[src/rtl/mgnt_rd_master.sv]
// Requester side of the MAC management register bus: issues one sys_req strobe per host
// command, assembles the MSB-first byte response and reports data plus a status code.
module mgnt_rd_master #(
   parameter int REG_WIDTH = 32,
   parameter int TIMEOUT   = 16,
   parameter int WR_GAP    = 2
) (
   input  logic                 clk_if,
   input  logic                 rst_if,
   input  logic                 host_req_valid,
   output logic                 host_req_ready,
   input  logic                 host_req_wr,
   input  logic [7:0]           host_req_addr,
   output logic                 host_rsp_valid,
   output logic [REG_WIDTH-1:0] host_rsp_data,
   output logic [1:0]           host_rsp_err,
   output logic                 sys_req_valid,
   output logic                 sys_req_wr,
   output logic [7:0]           sys_req_addr,
   input  logic                 sys_resp_valid,
   input  logic [7:0]           sys_resp_data
);

   localparam int NBYTES = REG_WIDTH / 8;
   localparam int CW     = $clog2(NBYTES + 1);

   localparam logic [CW-1:0] CNT_LAST = CW'(NBYTES - 1);
   localparam logic [7:0]    TMO_LAST = 8'(TIMEOUT - 2);
   localparam logic [7:0]    GAP_LAST = 8'(WR_GAP - 1);

   localparam logic [1:0] ERR_OK    = 2'b00;
   localparam logic [1:0] ERR_TMO   = 2'b01;
   localparam logic [1:0] ERR_SHORT = 2'b10;

   typedef enum logic [2:0] {
      S_IDLE, S_REQ, S_WAIT, S_RECV, S_WRDLY, S_DONE
   } state_e;

   state_e                state_q, state_d;
   logic                  live_q;
   logic                  wr_q, wr_d;
   logic [7:0]            addr_q, addr_d;
   logic [REG_WIDTH-1:0]  shreg_q, shreg_d;
   logic [CW-1:0]         cnt_q, cnt_d;
   logic [7:0]            tmo_q, tmo_d;
   logic [REG_WIDTH-1:0]  rsp_data_q, rsp_data_d;
   logic [1:0]            rsp_err_q, rsp_err_d;
   logic [REG_WIDTH-1:0]  shifted;
   logic [7:0]            tmo_inc;

   // live_q keeps ready low while reset is asserted even though the state reads IDLE.
   assign host_req_ready = live_q && (state_q == S_IDLE) && !sys_resp_valid;
   assign host_rsp_valid = (state_q == S_DONE);
   assign host_rsp_data  = rsp_data_q;
   assign host_rsp_err   = rsp_err_q;
   assign sys_req_valid  = (state_q == S_REQ);
   assign sys_req_wr     = wr_q;
   assign sys_req_addr   = addr_q;

   assign shifted = (shreg_q << 8) | REG_WIDTH'(sys_resp_data);
   assign tmo_inc = (tmo_q == 8'hFF) ? tmo_q : tmo_q + 8'd1;

   always_comb begin
      // NOTE: every variable gets a default before the case so no path infers a latch.
      state_d    = state_q;
      wr_d       = wr_q;
      addr_d     = addr_q;
      shreg_d    = shreg_q;
      cnt_d      = cnt_q;
      tmo_d      = tmo_q;
      rsp_data_d = rsp_data_q;
      rsp_err_d  = rsp_err_q;

      case (state_q)
         S_IDLE: begin
            if (host_req_valid && host_req_ready) begin
               wr_d    = host_req_wr;
               addr_d  = host_req_addr;
               shreg_d = '0;
               cnt_d   = '0;
               tmo_d   = '0;
               state_d = S_REQ;
            end
         end
         S_REQ: state_d = wr_q ? S_WRDLY : S_WAIT;
         S_WAIT: begin
            if (sys_resp_valid) begin
               shreg_d = shifted;
               cnt_d   = CW'(1);
               if (NBYTES == 1) begin
                  rsp_data_d = shifted;
                  rsp_err_d  = ERR_OK;
                  state_d    = S_DONE;
               end else begin
                  state_d = S_RECV;
               end
            end else begin
               tmo_d = tmo_inc;
               // This is the cycle in which the count reaches TIMEOUT-1.
               if (tmo_q >= TMO_LAST) begin
                  rsp_data_d = '0;
                  rsp_err_d  = ERR_TMO;
                  state_d    = S_DONE;
               end
            end
         end
         S_RECV: begin
            if (sys_resp_valid) begin
               shreg_d = shifted;
               cnt_d   = cnt_q + CW'(1);
               if (cnt_q == CNT_LAST) begin
                  rsp_data_d = shifted;
                  rsp_err_d  = ERR_OK;
                  state_d    = S_DONE;
               end
            end else begin
               rsp_data_d = shreg_q;
               rsp_err_d  = ERR_SHORT;
               state_d    = S_DONE;
            end
         end
         S_WRDLY: begin
            if (tmo_q >= GAP_LAST) begin
               rsp_data_d = '0;
               rsp_err_d  = ERR_OK;
               state_d    = S_DONE;
            end else begin
               tmo_d = tmo_inc;
            end
         end
         S_DONE:  state_d = S_IDLE;
         default: state_d = S_IDLE;
      endcase
   end

   // NOTE: sequential state uses non-blocking assignments so all flops update together.
   always_ff @(posedge clk_if or negedge rst_if) begin
      if (!rst_if) begin
         state_q    <= S_IDLE;
         live_q     <= 1'b0;
         wr_q       <= 1'b0;
         addr_q     <= '0;
         shreg_q    <= '0;
         cnt_q      <= '0;
         tmo_q      <= '0;
         rsp_data_q <= '0;
         rsp_err_q  <= '0;
      end else begin
         state_q    <= state_d;
         live_q     <= 1'b1;
         wr_q       <= wr_d;
         addr_q     <= addr_d;
         shreg_q    <= shreg_d;
         cnt_q      <= cnt_d;
         tmo_q      <= tmo_d;
         rsp_data_q <= rsp_data_d;
         rsp_err_q  <= rsp_err_d;
      end
   end

endmodule

[config.mk]
export PLATFORM = sky130hd
export DESIGN_NAME = mgnt_rd_master
export DESIGN_NICKNAME = d
export VERILOG_FILES = /design/src/rtl/mgnt_rd_master.sv
export SDC_FILE = /design/constraint.sdc
export NUM_CORES = 1
export LEC_CHECK = 0
export ABC_AREA = 1
export CELL_PAD_IN_SITES_DETAIL_PLACEMENT = 0
export CELL_PAD_IN_SITES_GLOBAL_PLACEMENT = 2
export CORE_MARGIN = 4
export CORE_UTILIZATION = 34
export DETAILED_ROUTE_END_ITERATION = 10
export PLACE_DENSITY_LB_ADDON = 0.05
export SYNTH_ARGS = -nofsm -noshare
export SYNTH_HDL_FRONTEND = slang
export SYNTH_SLANG_ARGS = --single-unit
[constraint.sdc]
create_clock -name clk_if -period 4.6 [get_ports clk_if]
set_input_delay 1.38 -clock clk_if [delete_from_list [all_inputs] [get_ports clk_if]]
set_output_delay 1.38 -clock clk_if [all_outputs]
set_load 0.1 [all_outputs]
==> results of run 1 <==
==> cells in the mapped netlist <==
cell type / number
sky130_fd_sc_hd__nand2_1: 144
sky130_fd_sc_hd__dfrtp_1: 90
sky130_fd_sc_hd__nand3_1: 87
sky130_fd_sc_hd__nor2_1: 72
sky130_fd_sc_hd__inv_1: 53
sky130_fd_sc_hd__o21ai_0: 32
sky130_fd_sc_hd__a211oi_1: 19
sky130_fd_sc_hd__a21oi_1: 19
sky130_fd_sc_hd__clkbuf_1: 18
sky130_fd_sc_hd__buf_2: 12
sky130_fd_sc_hd__ha_1: 6
sky130_fd_sc_hd__o21ai_1: 4
sky130_fd_sc_hd__buf_1: 3
sky130_fd_sc_hd__inv_2: 3
sky130_fd_sc_hd__nor2_2: 3
sky130_fd_sc_hd__nor3_1: 3
sky130_fd_sc_hd__nand2_2: 2
sky130_fd_sc_hd__nand4_1: 2
sky130_fd_sc_hd__o21bai_1: 2
sky130_fd_sc_hd__a21oi_2: 1
sky130_fd_sc_hd__a21oi_4: 1
sky130_fd_sc_hd__conb_1: 1
sky130_fd_sc_hd__nand3_2: 1
sky130_fd_sc_hd__nand3b_1: 1
sky130_fd_sc_hd__nor2_4: 1
sky130_fd_sc_hd__o211ai_1: 1
sky130_fd_sc_hd__xor2_1: 1
==> critical path: stages <==
cell,delay [ps]
sky130_fd_sc_hd__buf_2,100
sky130_fd_sc_hd__nor3_1,580
sky130_fd_sc_hd__buf_12,260
==> stage by stage <==
stage          std cells  area [um2]  power (mW)
6_report             812        5630        4.31
5_1_grt              812        5630        4.59
4_1_cts              812        5630        4.39
3_5_place_dp         796        5310        3.57
3_3_place_gp         796        5310        3.56
2_1_floorplan        582        4490        2.96
==> kinds of logic after synthesis <==
logic type	Yosys count	synth area share
DFF	90	0.502
and+or+nand+nor	316	0.297
AOI/OAI and AO/OA	79	0.104
xor gates and xnor gates	1	0.00195
other	1	0.000836
adders and majority gates	6	0.0167
buffers and inverters	89	0.0778
==> routing by layer <==
metal / track usage / vias to the layer above
met5: 0 / -
met4: 0.0378 / 0
met3: 0.0489 / 5
met2: 0.235 / 67
met1: 0.224 / 1736
li1: - / 1985
==> power groups by stage <==
stage          Clock, mW  Sequential [mW]  Combinational [mW]
2_1_floorplan          0             2.14               0.820
3_3_place_gp           0             1.17                2.39
3_5_place_dp           0             1.17                2.40
4_1_cts            0.825             1.16                2.40
5_1_grt            0.853             1.19                2.55
6_report           0.792             1.16                2.36
==> final cells by class <==
class | count | area (um2) | area share
timing repair buffer | 75 | 741 | 0.132
tap | 172 | 215 | 0.0382
clock inverter | 6 | 80.1 | 0.0142
inverter | 56 | 210 | 0.0373
sequential | 90 | 2250 | 0.400
clock buffer | 10 | 239 | 0.0424
multi-input combinational | 403 | 1890 | 0.336
==> worst max-delay path by stage <==
| stage | start | end | slack [ps] | cells after the start |
|---|---|---|---|---|
| 2_1_floorplan | sys_resp_valid | host_req_ready | 290 | 4 |
| 4_1_cts | sys_resp_valid | host_req_ready | 890 | 3 |
| 3_5_place_dp | sys_resp_valid | host_req_ready | 910 | 3 |
| 3_3_place_gp | sys_resp_valid | host_req_ready | 910 | 3 |
| 6_report | sys_resp_valid | host_req_ready | 900 | 3 |
| 5_1_grt | sys_resp_valid | host_req_ready | 830 | 3 |
==> flip-flops by register name, indices dropped and copies added (netlist names) <==
register,count
shreg_q,32
sys_req_addr,8
host_rsp_data,32
live_q,1
host_rsp_err,2
cnt_q,3
sys_req_wr,1
tmo_q,8
state_q,3
==> flow_metrics.py, run 1 <==
metrics = {
    "power_and_ir_drop": {
        "netSwitchingPower_mw": 2.29,
        "intPower_mw": 2.02,
        "sw_frac_of_total": 0.532,
        "seq_power_share": 0.268,
        "p_leak_nw": 2.66,
        "power_per_cell_area_nw_per_um2": 766,
        "combPwrFrac": 0.548,
        "clock_power_share": 0.184,
        "ir_worst_vdd_v": 0.000451,
    },
    "die": {
        "floorplan.io_pins": 67,
        "placeable_core_region_um2": 12800,
        "design.die.area_um2": 15100,
        "die_height_um": 123,
        "core.rowCount": 41,
        "die-width_um": 123,
        "start_util": 0.351,
    },
    "cells_and_area": {
        "final_nets": 662,
        "final_cell_mix": "sky130_fd_sc_hd__nand2_1 (144), sky130_fd_sc_hd__dfrtp_1 (90), sky130_fd_sc_hd__nand3_1 (87)",
        "area_growth_syn_to_layout_pct": 25.5,
        "layout-drive-gt1-share": 0.0641,
        "final_common_cell": "sky130_fd_sc_hd__nand2_1",
        "number_of_inserted_filler_cells_in_the_final_layout": 1331,
        "final_util": 0.441,
        "antenna_cells_inserted": 0,
    },
    "routing": {
        "wl_met3_um": 490,
        "detail_route.wirelength.met1_um": 5570,
        "routed_wirelength_um": 10900,
        "route.detailed.drc": 0,
        "detail_route.iter0.violations": 219,
        "routed-wl-met2_um": 4740,
        "wl_per_cell_um": 13.4,
        "avgViaCountPerCell": 4.67,
        "drt_first_pass_iters": 6,
        "dr_total_vias": 3793,
        "route.top_layer_used": "met4",
        "antenna_violating_nets_post_route": 0,
    },
    "yosys": {
        "synth.yosys.warnings": 0,
        "ys_seq_elements": 90,
        "post_synthesis_sequential_area_ratio": 0.502,
        "most_area_consuming_cells_after_synthesis": "sky130_fd_sc_hd__dfrtp_1 (50%), sky130_fd_sc_hd__nand2_1 (12%), sky130_fd_sc_hd__nand3_1 (9.7%)",
        "synth_largest_area_cell": "sky130_fd_sc_hd__dfrtp_1",
        "mappedNetlistArea_um2": 4490,
        "syn-mean-instance-area_um2": 7.71,
        "synth.distinct_cells": 27,
        "synth_nets": 609,
        "synth_cells": 582,
        "synth.top_cell.area_share": 0.502,
    },
    "placed_design": {
        "dp.final_hpwl_um": 7340,
        "worst_setup_slack_after_placement_ps": 911,
        "port_buffers": 66,
        "gp_congestion": 0.826,
    },
    "worst_setup_path": {
        "timing.rr.end": "host_rsp_data[17]",
        "worstRegToRegCells": 11,
        "cp_data_arrival_time_ps": 2320,
        "register_to_register_path_setup_slack_ps": 2040,
        "path_max_fanout": 4,
        "r2r-start": "state_q[1]",
        "crit_type": "in2out",
        "crit_required_ps": 3220,
        "critical_path.startpoint_type": "input pin",
        "critPathCaptureType": "output port",
    },
    "global_routing": {
        "maximum_number_of_pins_on_one_net_before_global_route_repair": 70,
        "number_of_antenna_violations_at_the_first_check_in_global_routing": 0,
        "via_count_of_the_first_global_routing_pass": 3703,
        "globalRouteTotalUtil": 0.158,
        "globalRoute.totalOverflow": 0,
        "grt_first_pass_wirelength_um": 18700,
    },
    "sta": {
        "timing_worst_slew_pin_value_ps": 992,
        "relSlewSlack": 0.337,
        "rsz0062_at_grt": "false",
        "hold-worst-slack_ps": 470,
        "achievable-frequency_mhz": 270,
        "finalHoldViolCount": 0,
        "timing.final.setup_violations": 0,
        "skew_ps": 4.66,
        "timing.final.crit_share": 0.805,
        "final_critical_path_setup_slack_ps": 897,
        "post-route-min-period_ps": 3700,
        "slew_viol_final": 0,
        "totalNegativeSetupSlack_ps": 0,
    },
    "min_path": {
        "worstHoldEndpoint": "host_rsp_data[16]",
        "hold_class": "reg2reg",
        "min-delay-start": "host_rsp_data[16]",
        "hold-path-cell-count": 2,
    },
    "cts": {
        "htree_num_levels": 3,
        "cts_post_setup_buffers_inserted": 0,
        "cts.clk_slew.worst_paths_ps": 60,
        "clockRootBuffer": "sky130_fd_sc_hd__clkbuf_16",
        "clk_latency_ps": 340,
        "cts_tree": "done",
        "cts-root-to-sink-buffers": 2,
        "post_cts_hold_buffer_count": 0,
        "cts.sink_count": 90,
        "cts_resized": 0,
        "cts_made_buffers": 9,
    },
    "job": {
        "timing.max_cap.violations": 0,
    },
    "outcome": {
        "run_status": "finished clean",
    },
}
Power figures use the tool's default switching activity.
==> run 2: changes to the inputs <==
- CORE_UTILIZATION: 34 -> 28
- clock period: 4.6 -> 3.1 ns (I/O delays scaled with it)
==> run 2 against run 1 <==
Total power is 46% higher. Highest routed layer unchanged. Clock power rose by 35%. Count of clock-buffer cells in the layout unchanged.
==> flow_metrics.py, run 2 (synthesis gave the netlist of run 1 again) <==
metrics = {
    "outcome": {
        "run_status": "finished clean",
    },
    "cells_and_area": {
        "layout-drive-gt1-share": 0.131,
        "antenna_cells_inserted": 0,
        "final_util": 0.353,
        "final_cell_mix": "sky130_fd_sc_hd__nand2_1 (144), sky130_fd_sc_hd__dfrtp_1 (90), sky130_fd_sc_hd__nand3_1 (87)",
        "postLayoutCellArea_um2": 5560,
        "multi_input_comb_area_um2": 1900,
        "area_growth_syn_to_layout_pct": 23.9,
        "final_nets": 664,
        "final-seq-area_um2": 2250,
        "number_of_inserted_filler_cells_in_the_final_layout": 1751,
        "final_common_cell": "sky130_fd_sc_hd__nand2_1",
    },
    "placed_design": {
        "port_buffers": 66,
        "dp.final_hpwl_um": 8090,
        "worst_setup_slack_after_placement_ps": 517,
        "gp_congestion": 0.761,
        "dpl_cell_area_um2": 5290,
    },
    "worst_setup_path": {
        "timing.critical_path.slowest_cell_delay_ps": 450,
        "cp_data_arrival_time_ps": 1740,
        "crit_type": "reg2out",
        "worstPathCellList": "nor2_1 -> nand2_1 -> nor3_1 -> buf_4 -> buf_12",
        "cpMaxStageDelayCell": "sky130_fd_sc_hd__dfrtp_1",
        "crit_required_ps": 2170,
        "critPathCaptureType": "output port",
        "path_max_fanout": 11,
        "critical_path.startpoint_type": "flip-flop",
    },
    "routing": {
        "dr_total_vias": 3833,
        "wl_per_cell_um": 14.2,
        "antenna_violating_nets_post_route": 0,
        "routed_wirelength_um": 12200,
        "drt_first_pass_iters": 5,
        "route.detailed.drc": 0,
        "avgViaCountPerCell": 4.48,
        "detail_route.iter0.violations": 259,
    },
    "sta": {
        "totalNegativeSetupSlack_ps": 0,
        "post-route-min-period_ps": 2670,
        "relSlewSlack": 0.566,
        "finalHoldViolCount": 0,
        "achievable-frequency_mhz": 375,
        "rsz0062_at_grt": "false",
        "timing_worst_slew_pin_value_ps": 651,
        "skew_ps": 8.21,
        "slew_viol_final": 0,
        "timing.final.setup_violations": 0,
        "timing.final.crit_share": 0.861,
        "final_critical_path_setup_slack_ps": 432,
    },
    "die": {
        "placeable_core_region_um2": 15800,
        "die_height_um": 135,
        "core.rowCount": 46,
        "die-width_um": 135,
        "floorplan.io_pins": 67,
        "start_util": 0.285,
        "design.die.area_um2": 18100,
    },
    "cts": {
        "post_cts_hold_buffer_count": 0,
        "htree_num_levels": 3,
        "cts_resized": 0,
        "cts.clk_slew.worst_paths_ps": 60,
        "cts-root-to-sink-buffers": 2,
        "cts_post_setup_buffers_inserted": 0,
        "cts_made_buffers": 9,
        "cts_tree": "done",
        "clk_latency_ps": 350,
        "cts.sink_count": 90,
        "clockRootBuffer": "sky130_fd_sc_hd__clkbuf_16",
    },
    "power_and_ir_drop": {
        "p_leak_nw": 2.73,
        "ir_worst_vdd_v": 0.000753,
        "total_power_mw": 6.30,
        "power_per_cell_area_nw_per_um2": 1130,
    },
    "global_routing": {
        "globalRouteTotalUtil": 0.144,
        "use_met2": 0.215,
        "grt_first_pass_wirelength_um": 20700,
        "global_route.usage.met3": 0.0324,
        "maximum_number_of_pins_on_one_net_before_global_route_repair": 66,
        "busiest_layer": "met2",
        "number_of_antenna_violations_at_the_first_check_in_global_routing": 0,
        "via_count_of_the_first_global_routing_pass": 3899,
        "grt_util_met1": 0.207,
        "globalRoute.totalOverflow": 0,
    },
    "job": {
        "timing.max_cap.violations": 0,
    },
    "min_path": {
        "hold_class": "reg2reg",
    },
}
-- run 2: layout make-up --
cell class / instances / share of cell area
Inverter: 56 / 0.0378
Clock buffer: 10 / 0.0412
Sequential cell: 90 / 0.405
Clock inverter: 3 / 0.00787
Timing Repair Buffer: 77 / 0.118
Multi-Input combinational cell: 403 / 0.341
Tap cell: 216 / 0.0486
-- run 2: per-layer routing --
layer  vias up  part of all wire
met5         -                 0
met4         0             0.019
met3        15             0.044
met2        77              0.42
met1      1756              0.51
li1       1985                 -
-- run 2: worst paths after layout --
check                                  startpoint           endpoint  slack, ps  cells after the start
worst max-delay path                   state_q[0]     host_req_ready        430                      5
worst min-delay path            host_rsp_data[11]  host_rsp_data[11]        470                      2
worst max register to register         state_q[1]  host_rsp_data[18]        970                     10
worst min register to register  host_rsp_data[11]  host_rsp_data[11]        470                      2
max in group asynchronous                  rst_if        shreg_q[12]       1850                      2
min in group asynchronous                  rst_if           tmo_q[2]        550                      1
-- run 2: report_power, final --
part / internal, mW / switching [mW] / total [mW] / leakage, nW
logic: 0.713 / 2.79 / 3.50 / 1.38
registers: 1.50 / 0.228 / 1.73 / 1.22
clock network: 0.612 / 0.455 / 1.07 / 0.134
total: 2.83 / 3.47 / 6.30 / 2.73
-- run 2: per-stage QoR --
| stage | hold slack (ps) | std cells |
|---|---|---|
| after floorplan | 478 | 582 |
| after global placement | 458 | 842 |
| after detailed placement | 459 | 842 |
| after CTS | 476 | 855 |
| after global routing | 492 | 855 |
| final | 471 | 855 |
-- run 2: worst max-delay path: cells and delay by family (launching register included) --
kind	cells	cell delay, ps
and+or+nand+nor	3	550
DFF	1	450
buffers and inverters	2	400
